$ cat src/rtl/tx_rd_req_engine.sv
// rtl/tx_rd_req_engine.sv - tag-managed multi-TLP PCIe MRd generator on the 64-bit TRN TX interface
module tx_rd_req_engine #(
    parameter int RD_REQ_DW = 128,
    parameter int TAG_W     = 5,
    parameter int MAX_BURST = 4
) (
    input  logic              trn_clk,
    input  logic              reset_n,
    output logic [63:0]       trn_td,
    output logic [7:0]        trn_trem_n,
    output logic              trn_tsof_n,
    output logic              trn_teof_n,
    output logic              trn_tsrc_rdy_n,
    input  logic              trn_tdst_rdy_n,
    input  logic [3:0]        trn_tbuf_av,
    input  logic [15:0]       cfg_completer_id,
    input  logic [63:0]       req_addr,
    input  logic [15:0]       req_num_tlps,
    input  logic              req_valid,
    output logic              req_ack,
    output logic              busy,
    input  logic              tag_rel_valid,
    input  logic [TAG_W-1:0]  tag_rel,
    output logic [TAG_W:0]    tags_in_use,
    input  logic              my_turn,
    output logic              driving_interface
);
    localparam int NTAGS = 1 << TAG_W;
    localparam int BW    = $clog2(MAX_BURST + 1);
    localparam logic [63:0]   ADDR_STEP   = 64'(RD_REQ_DW * 4);
    localparam logic [9:0]    LEN         = 10'(RD_REQ_DW);
    localparam logic [BW-1:0] MAX_BURST_C = BW'(MAX_BURST);

    typedef enum logic [1:0] {IDLE, BEAT0, BEAT1} state_t;

    state_t              state_q;
    logic [63:0]         addr_q;
    logic [15:0]         remaining_q;
    logic [TAG_W-1:0]    tag_ptr_q, tag_ptr_d;
    logic [NTAGS-1:0]    bitmap_q, bitmap_d;
    logic [TAG_W:0]      in_use_q, in_use_d;
    logic [BW-1:0]       burst_q, burst_d;
    logic [63:0]         td_q;
    logic [7:0]          trem_q;
    logic                sof_q, eof_q, src_rdy_q, ack_q, drv_q;

    logic                accept, alloc, rel_eff, launch_now, launch_next;
    logic [63:0]         addr_nxt;
    logic [15:0]         remaining_nxt;
    logic                unused_tbuf;

    assign unused_tbuf = ^trn_tbuf_av[3:1];

    function automatic logic [63:0] mrd_hdr(input logic [63:0] a, input logic [TAG_W-1:0] t,
                                            input logic [15:0] id);
        logic [6:0] ft;
        ft = (a[63:32] == 32'h0) ? 7'b000_0000 : 7'b010_0000;
        return {1'b0, ft, 1'b0, 3'b000, 4'b0000, 1'b0, 1'b0, 2'b10, 2'b00, LEN,
                id, 8'(t), 4'hF, 4'hF};
    endfunction

    // Returns {trem_n, td} for the address beat; 3DW headers leave the lower DW empty.
    function automatic logic [71:0] addr_beat(input logic [63:0] a);
        if (a[63:32] == 32'h0)
            return {8'h0F, a[31:0], 32'h0};
        return {8'h00, a};
    endfunction

    assign busy    = (remaining_q != 16'd0);
    assign accept  = !src_rdy_q && !trn_tdst_rdy_n;
    assign alloc   = (state_q == BEAT1) && accept;
    assign rel_eff = tag_rel_valid && bitmap_q[tag_rel];

    assign addr_nxt      = addr_q + ADDR_STEP;
    assign remaining_nxt = remaining_q - 16'd1;
    assign tag_ptr_d     = tag_ptr_q + TAG_W'(alloc);
    assign burst_d       = burst_q + BW'(1);
    assign in_use_d      = in_use_q + (TAG_W+1)'(alloc) - (TAG_W+1)'(rel_eff);

    always_comb begin
        bitmap_d = bitmap_q;
        if (rel_eff)
            bitmap_d[tag_rel] = 1'b0;
        if (alloc)
            bitmap_d[tag_ptr_q] = 1'b1;
    end

    assign launch_now  = busy && trn_tbuf_av[0] && !trn_tdst_rdy_n && my_turn
                         && !bitmap_q[tag_ptr_q];
    // Back-to-back decision must see the state as it will be after this accept.
    assign launch_next = (remaining_nxt != 16'd0) && trn_tbuf_av[0] && !trn_tdst_rdy_n
                         && my_turn && !bitmap_d[tag_ptr_d] && (burst_d < MAX_BURST_C);

    always_ff @(posedge trn_clk or negedge reset_n) begin
        if (!reset_n) begin
            state_q     <= IDLE;
            addr_q      <= 64'h0;
            remaining_q <= 16'h0;
            tag_ptr_q   <= '0;
            bitmap_q    <= '0;
            in_use_q    <= '0;
            burst_q     <= '0;
            td_q        <= 64'h0;
            trem_q      <= 8'hFF;
            sof_q       <= 1'b1;
            eof_q       <= 1'b1;
            src_rdy_q   <= 1'b1;
            ack_q       <= 1'b0;
            drv_q       <= 1'b0;
        end else begin
            ack_q     <= 1'b0;
            bitmap_q  <= bitmap_d;
            in_use_q  <= in_use_d;
            tag_ptr_q <= tag_ptr_d;
            case (state_q)
                IDLE: begin
                    if (req_valid && !busy) begin
                        addr_q      <= req_addr;
                        remaining_q <= req_num_tlps;
                        ack_q       <= 1'b1;
                    end else if (launch_now) begin
                        state_q   <= BEAT0;
                        drv_q     <= 1'b1;
                        burst_q   <= '0;
                        td_q      <= mrd_hdr(addr_q, tag_ptr_q, cfg_completer_id);
                        trem_q    <= 8'h00;
                        sof_q     <= 1'b0;
                        src_rdy_q <= 1'b0;
                    end
                end
                BEAT0: begin
                    if (accept) begin
                        state_q        <= BEAT1;
                        sof_q          <= 1'b1;
                        eof_q          <= 1'b0;
                        {trem_q, td_q} <= addr_beat(addr_q);
                    end
                end
                BEAT1: begin
                    if (accept) begin
                        addr_q      <= addr_nxt;
                        remaining_q <= remaining_nxt;
                        burst_q     <= burst_d;
                        if (launch_next) begin
                            state_q <= BEAT0;
                            td_q    <= mrd_hdr(addr_nxt, tag_ptr_d, cfg_completer_id);
                            trem_q  <= 8'h00;
                            sof_q   <= 1'b0;
                            eof_q   <= 1'b1;
                        end else begin
                            state_q   <= IDLE;
                            td_q      <= 64'h0;
                            trem_q    <= 8'hFF;
                            eof_q     <= 1'b1;
                            src_rdy_q <= 1'b1;
                            drv_q     <= 1'b0;
                        end
                    end
                end
                default: state_q <= IDLE;
            endcase
        end
    end

    assign trn_td            = td_q;
    assign trn_trem_n        = trem_q;
    assign trn_tsof_n        = sof_q;
    assign trn_teof_n        = eof_q;
    assign trn_tsrc_rdy_n    = src_rdy_q;
    assign req_ack           = ack_q;
    assign tags_in_use       = in_use_q;
    assign driving_interface = drv_q;
endmodule
$ cat config.mk
export PLATFORM = sky130hd
export DESIGN_NAME = tx_rd_req_engine
export DESIGN_NICKNAME = d
export VERILOG_FILES = /design/src/rtl/tx_rd_req_engine.sv
export SDC_FILE = /design/constraint.sdc
export NUM_CORES = 1
export LEC_CHECK = 0
export ABC_AREA = 0
export BUFFER_PORTS_ARGS = -buffer_cell sky130_fd_sc_hd__buf_2
export CAP_MARGIN = 0
export CORE_MARGIN = 2
export CORE_UTILIZATION = 58
export CTS_CLUSTER_DIAMETER = 50
export DETAILED_ROUTE_END_ITERATION = 12
export HOLD_SLACK_MARGIN = 0.02
export PLACE_DENSITY = 0.81
export SLEW_MARGIN = 25
export SYNTH_ARGS = -nofsm -noshare
export SYNTH_HDL_FRONTEND = slang
export SYNTH_SLANG_ARGS = --single-unit
$ cat constraint.sdc
create_clock -name trn_clk -period 4.75 [get_ports trn_clk]
set_clock_uncertainty 0.05 [all_clocks]
set_input_delay 0.2375 -clock trn_clk [delete_from_list [all_inputs] [get_ports trn_clk]]
set_output_delay 0.2375 -clock trn_clk [all_outputs]
set_load 0.02 [all_outputs]
==> metrics.txt <==
count of pins on the block boundary=195; endpoint arrival time on the critical path=~4400 ps; count of hold buffers inserted by post-cts repair=25; flip-flop and latch count after synthesis=199; top flip-flop cell by instance count after synthesis=sky130_fd_sc_hd__dfrtp_1; fraction of layout cells with a size suffix above 1=20.3%; fillcell total=1739; R2R cell count=14; max-slew violations=0; hold slack=16.0 ps; multi-input logic area=0.00674 sq mm; clock latency reported for the late side of the worst-skew pair=450 ps; area taken by flip-flops and latches=0.00499 sq mm; Final nets=1718; Worst Hold Class=in2reg; critical-path maximum fanout=19; initial antenna violation count=0; PwrDens=between 600 and 700 mW/mm^2; final setup TNS=0 ps; effective utilization at floorplan=59.3%; detailed-route wire length per cell=21.4 um; Slew Limit Headroom=37.4%; status=finished, final reports clean; share of synthesized registers carrying an async set or reset=100%; wire length of the first global-routing pass=62.8 mm; crit path launch type=flop; deepest clock path buffer count=2; all-layer global routing usage=35.3%; clock tree root driver cell=sky130_fd_sc_hd__clkbuf_16; number of synthesized flops with an enable pin=0; Mapped Area=around 0.013 sq mm; ratio of routed vias to standard cells=6.71; largest net degree at the start of global routing=110; via count of the first global-routing pass=11700; Syn. warnings=0; TritonCTS clock tree=built; number of unique standard cell types used by synthesis=between 90 and 100; Hold Path Sink=addr_q[38]; length of the first detailed-routing pass in iterations=6; leftover overflow at the end of global routing=0; max-cap check violation count=0; x dimension of the die=151 um; overall power of the completed layout=9.88 mW; buffer count from post-CTS setup fixing=0; worst-case vdd ir drop=0.471 mV; Final Util=67.7%; number of clock sinks=approximately 200; required time of the worst setup path=5070 ps; CTS resizes=0; worst setup slack for register-to-register paths=630 ps; die boundary height=151 um; synthesized instance count=1462; critical path type=reg2reg; total number of H-tree levels=4; time the final worst path needs with I/O delays and setup=just over 4000 ps; kind of end point of the critical path=flop; Hold Path Origin=req_addr[38]; max frequency=243 MHz; Core ar.=about 0.021 sq mm; origin of the critical flop-to-flop path=state_q[0]; routability congestion estimate=0.950; number of buffers created by CTS=17; transition time at the pin with the least slew margin=approximately 940 ps; final hold violations=0; Total Wirelength=40.1 mm; Cell Rows=53; Final setup viols=0; Antenna Nets Post-Route=0; violation count after the first detailed-route iteration=1412; setup repair after global routing missed its margin=false; share of the clock period used by the worst path=slightly below 90%; Mean Syn Cell Area=8.55 sq um; Net Count, Synth=1590; instance count along the most critical hold path=3; number of port buffers=191; sequential-to-total area share from yosys stat=39.9%; clock transition time at the flip-flop clock pins of the worst setup and hold paths=80 ps; P_leak=around 6 nW; via total after detailed routing=12600; die area=0.0227 sq mm; terminus of the critical flop-to-flop path=trn_td[26]; Layout Area Growth over Synthesis=14.2%; remaining design rule violation count=0; Detailed Place HPWL=~28 mm
registers in the layout (all words and copies together) (netlist names):
name and cells:
trn_teof_n 1, tag_ptr_q 5, trn_trem_n 2, burst_q 3, state_q 2, tags_in_use 6
req_ack 1, remaining_q 16, trn_tsrc_rdy_n 1, addr_q 64, trn_tsof_n 1, trn_td 64
driving_interface 1, bitmap_q 32
final cells by class:
type / count / share of cell area [%]
sequential: 199 / 34.9
inverter: 33 / 0.867
tap: 275 / 2.41
antenna: 1 / 0.0175
clock inverter: 14 / 1.29
multi-input combinational: 1091 / 47.2
clock buffer: 18 / 3.01
timing repair buffer: 248 / 10.3
kinds of logic after synthesis:
logic type	synth area share [%]
AND/OR/NAND/NOR	20.2
multiplexers	4.46
flip-flops	39.9
AO/OA/AOI/OAI	25.5
XOR/XNOR	1.75
adder cells (fa/ha/maj)	1.76
buffers and inverters	6.49
how the worst max path moves through the flow:
| stage | start | endpoint |
|---|---|---|
| after floorplan | state_q[0] | trn_td[27] |
| after global placement | addr_q[10] | trn_td[61] |
| after detailed placement | state_q[0] | trn_td[26] |
| after CTS | state_q[0] | trn_td[26] |
| after global routing | state_q[0] | trn_td[19] |
| final | state_q[0] | trn_td[26] |
Yosys cell counts, types with 5 or more instances:
| cell type | instances | area share (%) |
|---|---|---|
| sky130_fd_sc_hd__a21o_1 | 10 | 0.60 |
| sky130_fd_sc_hd__inv_1 | 33 | 0.99 |
| sky130_fd_sc_hd__buf_1 | 8 | 0.24 |
| sky130_fd_sc_hd__a31oi_1 | 22 | 1.1 |
| sky130_fd_sc_hd__o22ai_1 | 71 | 3.6 |
| sky130_fd_sc_hd__mux4_2 | 9 | 1.6 |
| sky130_fd_sc_hd__nor3b_1 | 12 | 0.72 |
| sky130_fd_sc_hd__nand3_1 | 78 | 3.1 |
| sky130_fd_sc_hd__and3_1 | 27 | 1.4 |
| sky130_fd_sc_hd__a211oi_1 | 8 | 0.48 |
| sky130_fd_sc_hd__clkbuf_8 | 6 | 0.66 |
| sky130_fd_sc_hd__o21ai_0 | 103 | 4.1 |
| sky130_fd_sc_hd__ha_1 | 16 | 1.6 |
| sky130_fd_sc_hd__mux2_2 | 12 | 1.1 |
| sky130_fd_sc_hd__nand4_1 | 14 | 0.70 |
| sky130_fd_sc_hd__o31ai_1 | 42 | 2.5 |
| sky130_fd_sc_hd__dfrtp_1 | 194 | 39 |
| sky130_fd_sc_hd__dfstp_2 | 5 | 1.1 |
| sky130_fd_sc_hd__o2111ai_1 | 17 | 1.2 |
| sky130_fd_sc_hd__nor3_1 | 26 | 1.0 |
| sky130_fd_sc_hd__nor2b_1 | 6 | 0.30 |
| sky130_fd_sc_hd__a21oi_1 | 151 | 6.0 |
| sky130_fd_sc_hd__buf_2 | 7 | 0.28 |
| sky130_fd_sc_hd__and3_2 | 9 | 0.54 |
| sky130_fd_sc_hd__or3_1 | 8 | 0.40 |
| sky130_fd_sc_hd__xnor2_1 | 14 | 0.98 |
| sky130_fd_sc_hd__and2_1 | 7 | 0.35 |
| sky130_fd_sc_hd__xor2_1 | 11 | 0.77 |
| sky130_fd_sc_hd__clkbuf_1 | 97 | 2.9 |
| sky130_fd_sc_hd__a221oi_1 | 19 | 1.3 |
| sky130_fd_sc_hd__buf_4 | 14 | 0.84 |
| sky130_fd_sc_hd__nand2_1 | 150 | 4.5 |
| sky130_fd_sc_hd__nor4_1 | 14 | 0.70 |
| sky130_fd_sc_hd__nand3b_1 | 10 | 0.60 |
| sky130_fd_sc_hd__nand2b_1 | 13 | 0.65 |
| sky130_fd_sc_hd__mux2i_1 | 22 | 1.8 |
| sky130_fd_sc_hd__nor2_1 | 92 | 2.8 |
layout by cell type (no fill, tap or decap), types with 8 or more instances in the layout:
master,synthesis,routed
sky130_fd_sc_hd__ha_1,16,15
sky130_fd_sc_hd__nor2_1,92,91
sky130_fd_sc_hd__a31oi_1,22,22
sky130_fd_sc_hd__mux2_2,12,12
sky130_fd_sc_hd__clkbuf_16,0,17
sky130_fd_sc_hd__buf_4,14,31
sky130_fd_sc_hd__or3_1,8,8
sky130_fd_sc_hd__mux4_2,9,9
sky130_fd_sc_hd__and3_2,9,9
sky130_fd_sc_hd__xnor2_1,14,14
sky130_fd_sc_hd__nand4_1,14,14
sky130_fd_sc_hd__xor2_1,11,11
sky130_fd_sc_hd__a21o_1,10,10
sky130_fd_sc_hd__dfrtp_1,194,194
sky130_fd_sc_hd__o31ai_1,42,42
sky130_fd_sc_hd__buf_2,7,190
sky130_fd_sc_hd__o21ai_0,103,103
sky130_fd_sc_hd__o2111ai_1,17,17
sky130_fd_sc_hd__a221oi_1,19,19
sky130_fd_sc_hd__a21oi_1,151,150
sky130_fd_sc_hd__nor4_1,14,14
sky130_fd_sc_hd__nand3_1,78,78
sky130_fd_sc_hd__a211oi_1,8,8
sky130_fd_sc_hd__nand3b_1,10,10
sky130_fd_sc_hd__inv_1,33,33
sky130_fd_sc_hd__nand2_1,150,149
sky130_fd_sc_hd__o22ai_1,71,71
sky130_fd_sc_hd__nor3b_1,12,12
sky130_fd_sc_hd__and3_1,27,27
sky130_fd_sc_hd__dlygate4sd3_1,1,25
sky130_fd_sc_hd__nand2b_1,13,12
sky130_fd_sc_hd__mux2i_1,22,22
sky130_fd_sc_hd__nor3_1,26,26
routing by layer:
layer  up-vias  GRT usage (%)  wire, um
li1       5713              -         -
met1      6039           50.4     16700
met2       745           52.9     17800
met3       111           7.32      4150
met4         0           14.3      1460
met5         -              0         0
critical path, stage by stage (launching register included):
cell and delay (ps):
sky130_fd_sc_hd__dfrtp_1 410, sky130_fd_sc_hd__inv_1 110, sky130_fd_sc_hd__ha_4 170, sky130_fd_sc_hd__nand2_1 180
sky130_fd_sc_hd__inv_1 210, sky130_fd_sc_hd__ha_1 260, sky130_fd_sc_hd__ha_1 770, sky130_fd_sc_hd__nor3_1 130
sky130_fd_sc_hd__o21a_1 140, sky130_fd_sc_hd__a2111oi_0 440, sky130_fd_sc_hd__a2bb2oi_1 190, sky130_fd_sc_hd__a21oi_2 290
sky130_fd_sc_hd__buf_4 320, sky130_fd_sc_hd__o2111ai_1 160, sky130_fd_sc_hd__a21oi_1 200
where the power goes:
group	internal [mW]	switching, mW
logic	1.79	3.03
registers	2.43	1.10
clock network	0.804	0.738
total	5.02	4.86
through the flow:
stage	setup slack [ps]	cell area, sq um	std cells
final	635	14300	1879
after global routing	432	14300	1878
after global placement	867	13400	1821
after floorplan	1320	12500	1462
after CTS	802	14300	1878
after detailed placement	818	13400	1821
No activity file was read; power rests on OpenSTA's default activity.
